### src/rtl/rect_loop_pkg.sv
// Shared types and helpers for the rectangle-loop checkerboard swap engine.
package rect_loop_pkg;

  typedef enum logic [2:0] {
    IDLE,
    PICK,
    CHECK,
    SWAP,
    DONE
  } rect_state_e;

  // Galois feedback mask for x^16 + x^14 + x^13 + x^11 + 1 (right-shifting form)
  localparam logic [15:0] LFSR_TAPS = 16'hB400;

  function automatic int unsigned idx(input int unsigned r, input int unsigned c,
                                      input int unsigned col_len);
    return r * col_len + c;
  endfunction

endpackage

### src/rtl/rect_lfsr16.sv
// 16-bit Galois LFSR candidate source; advances only when step is high.
module rect_lfsr16
  import rect_loop_pkg::*;
#(
  parameter logic [15:0] SEED = 16'hACE1
) (
  input  logic        clk,
  input  logic        rst,
  input  logic        step,
  output logic [15:0] state
);

  logic [15:0] state_q, state_d;

  always_comb begin
    state_d = state_q;
    if (step) begin
      state_d = {1'b0, state_q[15:1]} ^ (state_q[0] ? LFSR_TAPS : 16'h0000);
    end
  end

  always_ff @(posedge clk or posedge rst) begin
    if (rst) state_q <= SEED;
    else     state_q <= state_d;
  end

  assign state = state_q;

endmodule

### src/rtl/rect_swap_ctrl.sv
// Checkerboard swap scheduler: draws LFSR corner pairs and flips valid rectangles.
// Optional reject statistics counter built when RECT_SWAP_STATS_EN is defined.
//
// state | meaning
// IDLE  | waiting for start; loads matrix and swap count
// PICK  | latch r1,r2,c1,c2 from LFSR, advance LFSR
// CHECK | evaluate candidate, count attempt
// SWAP  | flip the four corners, count swap
// DONE  | one-cycle done pulse
module rect_swap_ctrl
  import rect_loop_pkg::*;
#(
  parameter int          ROW_LEN       = 4,
  parameter int          COL_LEN       = 4,
  parameter logic [15:0] LFSR_SEED     = 16'hACE1,
  parameter int          ATTEMPT_LIMIT = 4096
) (
  input  logic                       clk,
  input  logic                       rst,
  input  logic                       start,
  input  logic [31:0]                instr,
  input  logic [ROW_LEN*COL_LEN-1:0] in_mat,
  output logic                       busy,
  output logic                       done,
  output logic                       abort,
  output logic [ROW_LEN*COL_LEN-1:0] out_mat,
  output logic [11:0]                swaps,
  output logic [15:0]                rejects
);

  localparam int MW = ROW_LEN * COL_LEN;
  localparam int IW = $clog2(MW);
  localparam int RW = $clog2(ROW_LEN);
  localparam int CW = $clog2(COL_LEN);
  localparam int AW = $clog2(ATTEMPT_LIMIT + 1);
  localparam int PW = 2 * RW + 2 * CW;
  localparam logic [AW-1:0] ATT_LIM = AW'(ATTEMPT_LIMIT);

  if (PW > 16) begin : g_bad_size
    $error("rect_swap_ctrl: corner indices need more than 16 LFSR bits");
  end

  rect_state_e   state_q, state_d;
  logic [MW-1:0] mat_q, mat_d;
  logic [11:0]   n_q, n_d;
  logic [11:0]   swaps_q, swaps_d;
  logic [AW-1:0] att_q, att_d;
  logic          abort_q, abort_d;
  logic [RW-1:0] r1_q, r1_d, r2_q, r2_d;
  logic [CW-1:0] c1_q, c1_d, c2_q, c2_d;
  logic [15:0]   lfsr_state;
  logic [IW-1:0] i11, i12, i21, i22;
  logic          rows_ok, cols_ok, cand_ok;
  logic [MW-1:0] flip_mask;
  logic          unused_bits;

  rect_lfsr16 #(.SEED(LFSR_SEED)) u_lfsr (
    .clk   (clk),
    .rst   (rst),
    .step  (state_q == PICK),
    .state (lfsr_state)
  );

  assign unused_bits = ^{instr[31:12], lfsr_state};

  // Power-of-two dimensions make every drawn index legal.
  if (ROW_LEN == (1 << RW)) begin : g_rows_full
    assign rows_ok = 1'b1;
  end else begin : g_rows_part
    assign rows_ok = (r1_q < RW'(ROW_LEN)) && (r2_q < RW'(ROW_LEN));
  end

  if (COL_LEN == (1 << CW)) begin : g_cols_full
    assign cols_ok = 1'b1;
  end else begin : g_cols_part
    assign cols_ok = (c1_q < CW'(COL_LEN)) && (c2_q < CW'(COL_LEN));
  end

  assign i11 = IW'(idx(32'(r1_q), 32'(c1_q), COL_LEN));
  assign i12 = IW'(idx(32'(r1_q), 32'(c2_q), COL_LEN));
  assign i21 = IW'(idx(32'(r2_q), 32'(c1_q), COL_LEN));
  assign i22 = IW'(idx(32'(r2_q), 32'(c2_q), COL_LEN));

  assign cand_ok = rows_ok && cols_ok && (r1_q != r2_q) && (c1_q != c2_q) &&
                   (mat_q[i11] == mat_q[i22]) && (mat_q[i12] == mat_q[i21]) &&
                   (mat_q[i11] != mat_q[i12]);

  always_comb begin
    flip_mask      = '0;
    flip_mask[i11] = 1'b1;
    flip_mask[i12] = 1'b1;
    flip_mask[i21] = 1'b1;
    flip_mask[i22] = 1'b1;
  end

  always_comb begin
    state_d = state_q;
    mat_d   = mat_q;
    n_d     = n_q;
    swaps_d = swaps_q;
    att_d   = att_q;
    abort_d = abort_q;
    r1_d    = r1_q;
    r2_d    = r2_q;
    c1_d    = c1_q;
    c2_d    = c2_q;
    case (state_q)
      IDLE: begin
        if (start) begin
          mat_d   = in_mat;
          n_d     = instr[11:0];
          swaps_d = '0;
          att_d   = '0;
          abort_d = 1'b0;
          state_d = (instr[11:0] == 12'd0) ? DONE : PICK;
        end
      end
      PICK: begin
        r1_d    = lfsr_state[RW-1:0];
        r2_d    = lfsr_state[2*RW-1:RW];
        c1_d    = lfsr_state[2*RW+CW-1:2*RW];
        c2_d    = lfsr_state[PW-1:2*RW+CW];
        state_d = CHECK;
      end
      CHECK: begin
        att_d = att_q + AW'(1);
        if (cand_ok) begin
          state_d = SWAP;
        end else if (att_d == ATT_LIM) begin
          abort_d = 1'b1;
          state_d = DONE;
        end else begin
          state_d = PICK;
        end
      end
      SWAP: begin
        mat_d   = mat_q ^ flip_mask;
        swaps_d = swaps_q + 12'd1;
        if (swaps_d == n_q) begin
          state_d = DONE;
        end else if (att_q == ATT_LIM) begin
          abort_d = 1'b1;
          state_d = DONE;
        end else begin
          state_d = PICK;
        end
      end
      DONE:    state_d = IDLE;
      default: state_d = IDLE;
    endcase
  end

  always_ff @(posedge clk or posedge rst) begin
    if (rst) begin
      state_q <= IDLE;
      mat_q   <= '0;
      n_q     <= '0;
      swaps_q <= '0;
      att_q   <= '0;
      abort_q <= 1'b0;
      r1_q    <= '0;
      r2_q    <= '0;
      c1_q    <= '0;
      c2_q    <= '0;
    end else begin
      state_q <= state_d;
      mat_q   <= mat_d;
      n_q     <= n_d;
      swaps_q <= swaps_d;
      att_q   <= att_d;
      abort_q <= abort_d;
      r1_q    <= r1_d;
      r2_q    <= r2_d;
      c1_q    <= c1_d;
      c2_q    <= c2_d;
    end
  end

`ifdef RECT_SWAP_STATS_EN
  logic [15:0] rejects_q, rejects_d;

  always_comb begin
    rejects_d = rejects_q;
    if (state_q == IDLE && start) begin
      rejects_d = '0;
    end else if (state_q == CHECK && !cand_ok && rejects_q != 16'hFFFF) begin
      rejects_d = rejects_q + 16'd1;
    end
  end

  always_ff @(posedge clk or posedge rst) begin
    if (rst) rejects_q <= '0;
    else     rejects_q <= rejects_d;
  end

  assign rejects = rejects_q;
`else
  assign rejects = '0;
`endif

  assign busy    = (state_q != IDLE);
  assign done    = (state_q == DONE);
  assign abort   = abort_q;
  assign out_mat = mat_q;
  assign swaps   = swaps_q;

endmodule

### config.mk
export PLATFORM = sky130hd
export DESIGN_NAME = rect_swap_ctrl
export DESIGN_NICKNAME = d
export VERILOG_FILES = /design/src/rtl/rect_loop_pkg.sv /design/src/rtl/rect_lfsr16.sv /design/src/rtl/rect_swap_ctrl.sv
export SDC_FILE = /design/constraint.sdc
export NUM_CORES = 1
export LEC_CHECK = 0
export BUFFER_PORTS_ARGS = -buffer_cell sky130_fd_sc_hd__buf_2
export CAP_MARGIN = 15
export CORE_AREA = 2 2 112 114
export DETAILED_ROUTE_END_ITERATION = 8
export DIE_AREA = 0 0 114 116
export PLACE_DENSITY = 0.72
export SLEW_MARGIN = 0
export SYNTH_ARGS = -nofsm -noshare
export SYNTH_HDL_FRONTEND = slang
export SYNTH_SLANG_ARGS = --single-unit
export TNS_END_PERCENT = 5
### constraint.sdc
create_clock -name clk -period 5.7 [get_ports clk]
set_input_delay 0.285 -clock clk [delete_from_list [all_inputs] [get_ports clk]]
set_output_delay 0.285 -clock clk [all_outputs]
set_load 0.05 [all_outputs]
* Word-level counts from Yosys, hierarchy flattened *
Cells that the tools add are included.

storage, ports and cells
  register bits = 81
  input port bits = 51

cells by class
  $add $sub $neg = 6
  muxes and demuxes = 36
  $lt $le $gt $ge = 8
  reduce and logical (&&, ||, !) cells = 18
  bitwise operators = 5
  equality and inequality tests = 17

operator list
  cell                                                 number
  OR 16 bit                                            3
  2-to-1 mux 16 bit                                    2
  one-hot mux 16 bit (2 select lines)                  1
  equality test 13 bit, second input constant          2
  one-hot mux 13 bit (2 select lines)                  1
  one-hot mux 12 bit (2 select lines)                  1
  < comparator 4 x 5 -> 1 bit, second input constant   4
  2-to-1 mux 3 bit                                     6
  adder 4 x 2 -> 4 bit                                 4
  binary-select mux 1 bit (select 4 bit)               4
  demux 1 bit (select 4 bit)                           4
  >= comparator 4 x 1 -> 1 bit, second input constant  4
  XOR 15 x 16 -> 16 bit                                1
  XOR 16 bit                                           1
  adder 13 x 1 -> 13 bit, second input constant        1
  2-to-1 mux 1 bit                                     13
  2-to-1 mux 13 bit                                    1
  adder 12 x 1 -> 12 bit, second input constant        1
  equality test 12 bit                                 1
  zero test 12 bit                                     1
  2-to-1 mux 12 bit                                    1
  one-hot mux 3 bit (4 select lines)                   1
  != test 2 bit, second input constant                 5
  logical AND 1 bit                                    8
  other kinds (12)                                     19

* Logic depth before layout (Yosys ltp) *
Gate-level depths: netlist (run 1).

  depth after elaboration = 10
  depth in mapped cells = 9
  gate-level depth less buffers = 8

* Hierarchy *
A second synthesis (run 1) with hierarchy kept.

second synthesis, totals
  cells, all modules = 497
  area, all modules = 4848.4 µm²

modules (own cells, without submodules)
  module          instances  cells each  seq. area each (µm²)  area an instance (µm²)
  rect_swap_ctrl  1          456         1626.6                4189.0
  rect_lfsr16     1          41          410.4                 659.4

* Worst setup path before layout (run 1) *
No wires, ideal clock.

  path kind = reg-to-reg
  start = register swaps_q[0] (netlist: swaps[0])
  end = register abort_q (netlist: abort)
  stages on the path, launching flop included = 9
  setup slack = 3061 ps
  buffers on the path = 1
  setup time = 126 ps
  arrival time = 2513 ps
  data required time = 5574 ps
  cell sequence = dfrtp_1 > ha_1 > and4_2 > clkbuf_1 > a21boi_0 > or3_1 > a21oi_1 > o221ai_2 > a221o_1

between the ends
  cells in the longest elaborated chain, start to end = 4

ends and longest elaborated chain
  what                                  RTL line               text
  start: declaration                    rect_swap_ctrl.sv:46   logic [11:0] swaps_q, swaps_d;
  start signal: assignment              rect_swap_ctrl.sv:169  swaps_q <= swaps_d;
  adder 12 x 1 -> 12 bit                rect_swap_ctrl.sv:138  swaps_d = swaps_q + 12'd1;
  equality test 12 bit                  rect_swap_ctrl.sv:139  if (swaps_d == n_q) begin
  != test 2 bit (no source line)        -
  AND reduction 6 bit (no source line)  -
  end signal: assignment                rect_swap_ctrl.sv:171  abort_q <= abort_d;
  end: declaration                      rect_swap_ctrl.sv:48   logic abort_q, abort_d;

Every way passes these cells.
A chain may end at the register's enable or synchronous reset.

* Worst setup path after layout (run 1) *
  start = register c2_q[0]
  end = register state_q[2]

between the ends
  cells in the longest elaborated chain, start to end = 9
  elaborated cells between the ends (all ways) = 16
  those cells by class = 2 x add/sub; 4 x eq/ne; 6 x mux; 4 x reduce/logical

ends and longest elaborated chain
  what                                    RTL line               text
  start: declaration                      rect_swap_ctrl.sv:50   logic [CW-1:0] c1_q, c1_d, c2_q, c2_d;
  start signal: assignment                rect_swap_ctrl.sv:164  c2_q <= '0;
  start signal: assignment                rect_swap_ctrl.sv:175  c2_q <= c2_d;
  adder 4 x 2 -> 4 bit                    rect_loop_pkg.sv:17    return r * col_len + c;
  binary-select mux 1 bit (select 4 bit)  rect_swap_ctrl.sv:85   (mat_q[i11] == mat_q[i22]) && (mat_q[i12] == mat_q[i21]) &&
  2-to-1 mux 1 bit (not written as such)  rect_swap_ctrl.sv:85
  equality test 1 bit                     rect_swap_ctrl.sv:85
  logical AND 1 bit                       rect_swap_ctrl.sv:84   assign cand_ok = rows_ok && cols_ok && (r1_q != r2_q) && (c1_q != c2_q) &&
  logical AND 1 bit                       rect_swap_ctrl.sv:85
  logical AND 1 bit (*)                   rect_swap_ctrl.sv:85
  2-to-1 mux 3 bit (*)                    rect_swap_ctrl.sv:127  if (cand_ok) begin
  one-hot mux 3 bit (4 select lines) (*)  rect_swap_ctrl.sv:107  case (state_q)
  end signal: assignment                  rect_swap_ctrl.sv:166  state_q <= state_d;
  end: declaration                        rect_swap_ctrl.sv:43   rect_state_e state_q, state_d;

Every way passes the cells marked *; elsewhere a longest branch is shown, timed or not. The select of a mux whose other input is x is not followed.

==> metrics.md, run 1 <==
| Metric | Value |
|---|---|
| Fin cells | 753 |
| VDD IR max | about 0.24 mV |
| Yosys reg bits | 77 |
| Gate Count Post-Synth | 562 |
| Via Count | 4198 |
| Total number of yosys warnings | 0 |
| Synth Flop Type | dfrtp_1 |
| Vias in the first global route | 3875 |
| Die H | 116 um |
| Core ar. | between 0.01 and 0.015 mm^2 |
| Cells after DPL | 737 |
| Post-DRT Antenna Nets | 0 |
| Share of cells above drive strength 1 | 0.177 |
| Worst-path clk slew | 60 ps |
| Syn_area_per_cell | 8.32 um^2 |
| Cell family with most CP delay | compound AO/OA/AOI/OAI gates |
| Routed wl met3 | approximately 670 um |
| Post-synth EDFFs | 0 |
| Unrepaired setup endpoints after global routing | no |
| CTS tree | built |
| CTS Buf Count | 9 |
| Number of nets in the layout | 656 |
| Final setup vio count | 0 |
| Crit path cell chain | mux4_2 -> a22oi_1 -> nand3_1 -> o31ai_1 -> nor3_1 -> or3_1 |
| First-pass GRT wire length | 19200 um |
| Worst-Margin Slew | about 1000 ps |
| Most frequent cells in the layout | 112 x nand2_1, 69 x dfrtp_1, 63 x nor2_1, 61 x buf_2, 50 x o21ai_0 |
| GP Congestion | 0.882 |
| Worst rel slew slack | 0.341 |
| Detailed Place HPWL | 7990 um |
| Diodes inserted | 0 |
| Crit path max fanout | 7 |
| Die area | roughly 0.013 mm^2 |
| Clk_skew | between 5 and 6 ps |
| Initial antenna violation count | 0 |
| Outcome | completed |
| Yosys cell types | 59 |
| CP peak stage delay | 570 ps |
| DR DRC count | 0 |
| Metal2 WL | 5530 um |
| Cell area after synthesis | approximately 0.0047 mm^2 |
| WP buf/inv | 0 |
| Min Tclk post-route | 2620 ps |
| Initial drt markers | between 300 and 400 |
| Hold-fix buffers, CTS | 0 |
| Wl on met1 | 5160 um |
| Area Overhead vs Synth | 13.4% |
| Largest net degree at the start of global routing | 78 |
| Placed inst area | 0.00498 mm^2 |
| Site Rows | 40 |
| Worst reg-to-reg setup slack | 3080 ps |
| Final WL | roughly 12000 um |
| Crit path capture type | flip-flop |
| I/O pin count | 98 |
| Initial DRT Pass Iterations | 6 |
| Max layer used | met4 |
| Share of the synthesized area in the top cell type | 0.369 |
| CP arrival | 2840 ps |
| Post-route cell area | 0.00530 mm^2 |
| Leak | about 2.4 nW |
| Power per cell area | 450 mW/mm^2 |
| Fillers | approximately 1.2k |
| GR Util All Layers | 0.181 |
| Clock Tree Root | clkbuf_16 |
| Commonest non-fill, non-tap cell in the layout | nand2_1 |
| H-tree Lvls | 3 |
| Post-synth ARST share | 1.00 |
| HP Class | in -> reg |
| Setup crit start kind | flip-flop |
| Number of setup buffers added after CTS | 0 |
| Final Hold Viols | 0 |
| Sequential area share after synthesis | 0.414 |
| Slowest-stage cell, CP | mux4_2 |
| Skew-Pair Late Insertion Delay | 340 ps |
| Width of the die | about 110 um |
| Period utilization | 0.460 |
| Worst EP required | 5920 ps |
| Area leader, netlist | dfrtp_1 |
| Final-report max-slew violation count | 0 |
| Clock sinks | 77 |
| I/O Buffers | 61 |
| WL per Instance | 15.3 um |
| PnR worst setup slack | around 3000 ps |
| Final Util | 0.445 |
| Max Freq | 382 MHz |
| GRT Residual Overflow | 0 |
| Setup Crit Path Kind | reg -> reg |
| Sum Neg Setup Slack | 0 ps |
| Max_cap viols | 0 |
| Post-Place Setup Slack | 3100 ps |
| Main area contributors after synthesis | dfrtp_1 37%, nand2_1 9.0%, o21ai_0 5.4%, nor2_1 5.1%, dfstp_2 4.5% |
| CTS Buffer Depth | 2 |
| Initial Util | 0.393 |
| Vias per cell | between 5 and 6 |
| Post_cts resized | 0 |
-- cell usage after synthesis, drive strengths merged, types with 3 or more instances --
cell type,n
and4,3
or3,4
clkbuf,26
dfrtp,69
nor3b,3
nor3,11
a311oi,14
and2,7
nor2b,4
mux4,8
a21oi,28
a31oi,4
ha,3
o41ai,4
buf,26
o31ai,7
o22ai,3
a32oi,3
nand2,113
and3,4
o21ai,50
dfstp,8
inv,12
a22oi,5
nor4,4
or2,3
xor2,5
nand3,30
nor2,63
xnor2,16
-- through the flow --
step | hold slack [ps] | total power, mW
floorplan | 390 | 1.56
global placement | 446 | 1.77
detailed placement | 455 | 1.80
CTS | 147 | 2.38
global route | 159 | 2.53
finish | 149 | 2.38
-- sequential cells by signal, indices dropped and copies added, names as in the netlist, 2 cells and up --
signal        flops
out_mat          16
u_lfsr.state     16
att_q            13
n_q              12
swaps            12
state_q           3
c2_q              2
r1_q              2
-- worst paths after layout --
check	from	end	depth (start not counted)
min	instr[7]	n_q[7]	3
max in group asynchronous	rst	out_mat[9]	3
min reg2reg	u_lfsr.state[6]	u_lfsr.state[6]	2
min in group asynchronous	rst	att_q[8]	3
max	c2_q[0]	state_q[2]	6
max reg2reg	c2_q[0]	state_q[2]	6
-- cell families after synthesis --
kind of cell               synth area share
other                              0.000802
and+or+nand+nor                       0.252
xor gates and xnor gates             0.0393
adders and majority gates           0.00803
DFF                                   0.414
buffers and inverters                0.0680
AOI/OAI and AO/OA                     0.179
muxes                                0.0385
-- layer usage --
layer  vias up  GRT usage
met1      2015      0.242
met5         -          0
met4         0     0.0504
met2       139      0.294
met3        18     0.0455
li1       2026          -
-- where the power goes --
group          internal [mW]  total [mW]  switching, mW  leakage, nW
combinational          0.319        1.00          0.686         1.24
clock                  0.361       0.577          0.216        0.143
sequential             0.662       0.803          0.141        0.976
-- worst reg2reg max path, cell delays in order, from the launching register on --
cell and delay, ps:
dfrtp_1 530, mux4_2 570, a22oi_1 230, nand3_1 130
o31ai_1 490, nor3_1 150, or3_1 390
-- layout make-up --
class	count	area, um^2	share of cell area
Multi-Input combinational cell	436	2480	0.467
Clock inverter	1	30.0	0.00567
Inverter	12	45.0	0.00850
Tap cell	147	184	0.0347
Sequential cell	77	1940	0.365
Clock buffer	14	264	0.0498
Timing Repair Buffer	66	363	0.0685
Power figures use the tool's default switching activity.
==> run 2, diff against run 1 <==
--- a/config.mk
+++ b/config.mk
@@ -5,12 +5,13 @@
 export SDC_FILE = /design/constraint.sdc
 export NUM_CORES = 1
 export LEC_CHECK = 0
+export ABC_AREA = 1
 export BUFFER_PORTS_ARGS = -buffer_cell sky130_fd_sc_hd__buf_2
 export CAP_MARGIN = 15
-export CORE_AREA = 2 2 112 114
+export CORE_AREA = 2 2 115 117
 export DETAILED_ROUTE_END_ITERATION = 8
-export DIE_AREA = 0 0 114 116
-export PLACE_DENSITY = 0.72
+export DIE_AREA = 0 0 117 119
+export PLACE_DENSITY = 0.75
 export SLEW_MARGIN = 0
 export SYNTH_ARGS = -nofsm -noshare
 export SYNTH_HDL_FRONTEND = slang
==> constraint.sdc (replaced) <==
create_clock -name clk -period 2.4 [get_ports clk]
set_input_delay 0.12 -clock clk [delete_from_list [all_inputs] [get_ports clk]]
set_output_delay 0.12 -clock clk [all_outputs]
set_load 0.05 [all_outputs]
==> run 2 against run 1 <==
Die area is 5.3% higher; first-iteration DRC count is 20% higher; clock skew rose by 5.2 ps; critical path depth rose by 3; sequential power up 150%; wire length is 4.7% higher; count of clock-buffer cells in the layout is 3 lower; largest power group unchanged; highest routed layer unchanged.
==> metrics.md, run 2 <==
| Metric | Value |
|---|---|
| Initial drt markers | around 440 |
| Number of nets in the layout | 844 |
| Total number of yosys warnings | 0 |
| Die H | 119 um |
| GP Congestion | a little over 0.9 |
| CP arrival | ~2300 ps |
| Skew-Pair Late Insertion Delay | 330 ps |
| Area Overhead vs Synth | 14.7% |
| Via Count | 4754 |
| Worst rel slew slack | 0.656 |
| Syn_area_per_cell | between 6 and 7 um^2 |
| Crit path capture type | flip-flop |
| Diodes inserted | 0 |
| Detailed Place HPWL | between 9000 and 10000 um |
| Share of cells above drive strength 1 | 0.150 |
| Post-route cell area | between 0.005 and 0.006 mm^2 |
| Leak | 2.86 nW |
| DR DRC count | 0 |
| Post-DRT Antenna Nets | 0 |
| Setup Crit Path Kind | reg -> reg |
| Period utilization | 0.881 |
| Final-report max-slew violation count | 0 |
| Most common cell in the netlist | nand2_1 |
| Cell area after synthesis | 0.00499 mm^2 |
| Sequential area share after synthesis | 0.388 |
| Clock Tree Root | clkbuf_16 |
| Sum Neg Setup Slack | 0 ps |
| CTS Buf Count | 9 |
| Outcome | completed |
| Setup crit start kind | flip-flop |
| Multi-input gate area | 0.00253 mm^2 |
| Core ar. | 0.0129 mm^2 |
| I/O Buffers | between 60 and 70 |
| Width of the die | between 100 and 150 um |
| Largest net degree at the start of global routing | 41 |
| Site Rows | 42 |
| VDD IR max | 0.750 mV |
| Number of setup buffers added after CTS | 0 |
| Max_cap viols | 0 |
| Area leader, netlist | dfrtp_1 |
| Initial Util | 0.388 |
| Fin cells | 971 |
| Max Freq | 473 MHz |
| Placed inst area | 0.00543 mm^2 |
| GRT Residual Overflow | 0 |
| Pwr Total | 6.01 mW |
| Most frequent cells in the layout | 261 x nand2_1, 86 x inv_1, 69 x dfrtp_1, 61 x buf_2, 53 x nor2_1 |
| CTS tree | built |
| Yosys reg bits | 77 |
| Worst-Margin Slew | 516 ps |
| GR Util All Layers | 0.182 |
| Clock sinks | 77 |
| Initial DRT Pass Iterations | 5 |
| Vias per cell | between 4 and 5 |
| Crit path max fanout | 35 |
| Cells after DPL | 954 |
| Synth Flop Type | dfrtp_1 |
| Fillers | 1308 |
| Vias in the first global route | between 4k and 5k |
| Unrepaired setup endpoints after global routing | no |
| Post-synth EDFFs | 0 |
| Initial antenna violation count | 0 |
| Post-synth ARST share | 1.00 |
| Share of the synthesized area in the top cell type | 0.346 |
| Post_cts resized | 0 |
| Die area | 0.0139 mm^2 |
| H-tree Lvls | 3 |
| HP Class | in -> reg |
| Final Util | 0.445 |
| Yosys cell types | 36 |
| Worst-path clk slew | ~60 ps |
| Register area | 0.00194 mm^2 |
| First-pass GRT wire length | roughly 20000 um |
| I/O pin count | 98 |
| Min Tclk post-route | 2110 ps |
| Final Hold Viols | 0 |
| Gate Count Post-Synth | 731 |
| CTS Buffer Depth | 2 |
| Main area contributors after synthesis | dfrtp_1 35%, nand2_1 20%, inv_1 6.5%, o21ai_0 5.2%, dfstp_2 4.2% |
| Power per cell area | 1050 mW/mm^2 |
| Most frequent cells after synthesis | 261 x nand2_1, 87 x inv_1, 69 x dfrtp_1 |
| WL per Instance | 12.5 um |
| Worst EP required | 2590 ps |
| Final setup vio count | 0 |
| Commonest non-fill, non-tap cell in the layout | nand2_1 |
| Clk_skew | between 10 and 15 ps |
| Final WL | 12100 um |
==> run 2: cell types whose count changed after synthesis, moves of 8 or more <==
| cell | before | now |
|---|---|---|
| nand2_1 | 112 | 261 |
| inv_1 | 12 | 87 |
| o22ai_1 | 3 | 32 |
| a21oi_1 | 28 | 3 |
| clkbuf_1 | 25 | 8 |
| xor2_1 | 5 | 22 |
| a311oi_1 | 14 | 0 |
| xnor2_1 | 16 | 4 |
| nand3_1 | 29 | 40 |
| nor2_1 | 63 | 53 |
| nand4_1 | 2 | 11 |
| inv_2 | 0 | 8 |
| mux4_2 | 8 | 0 |
==> run 2: final cells by class <==
class	count	share of cell area
repair buffers	71	0.0690
well taps	176	0.0384
clock inverters	5	0.00874
flip-flops and latches	77	0.338
multi-input cells	536	0.441
inverters	95	0.0623
clock buffers	11	0.0424
==> run 2: worst paths after layout <==
kind                       slack, ps               end             from  cells past startpoint
hold reg to reg                  470   u_lfsr.state[5]  u_lfsr.state[5]                      2
hold / removal                    60            n_q[2]         instr[2]                      3
setup reg to reg                 290       out_mat[13]       state_q[2]                      9
min in group asynchronous        300           n_q[11]              rst                      3
max in group asynchronous       1410  u_lfsr.state[15]              rst                      4
setup / recovery                 290       out_mat[13]       state_q[2]                      9
==> run 2: what timing repair did <==
action / 4_1_cts / 5_1_grt
setup endpoints to repair: 0 / 0
endpoints found under the hold margin: 14 / 0
hold buffers: 1 / 0
==> run 2: cells by family after synthesis <==
group / synth area share
DFF: 0.388
and+or+nand+nor: 0.327
AOI/OAI and AO/OA: 0.113
adders and majority gates: 0.00752
xor gates and xnor gates: 0.0456
other: 0.000751
buffers and inverters: 0.119
==> run 2: metal layers <==
layer  global-route usage  share of wire  up-vias
li1                     -              -     2401
met1                0.255           0.45     2142
met2                0.277           0.46      179
met3               0.0260          0.060       32
met4               0.0794          0.028        0
met5                    0              0        -
==> run 2: worst max-delay path, cell delays in order, from the launching register on <==
cell	delay, ps
dfrtp_1	440
nor2_1	200
inv_1	90
nor2_1	160
inv_2	220
nand2_1	110
buf_4	330
inv_1	200
nand2_1	120
o211ai_1	100
==> run 2: report_power, final <==
part,internal (mW),total (mW),switching (mW)
logic,0.770,2.68,1.91
clock network,0.827,1.35,0.523
registers,1.60,1.98,0.375
==> run 2: through the flow <==
stage          setup slack (ps)  hold slack [ps]
4_1_cts                     301             54.4
3_3_place_gp                350              112
2_1_floorplan               290              275
6_report                    286             58.0
3_5_place_dp                343              117
5_1_grt                    49.5             72.3
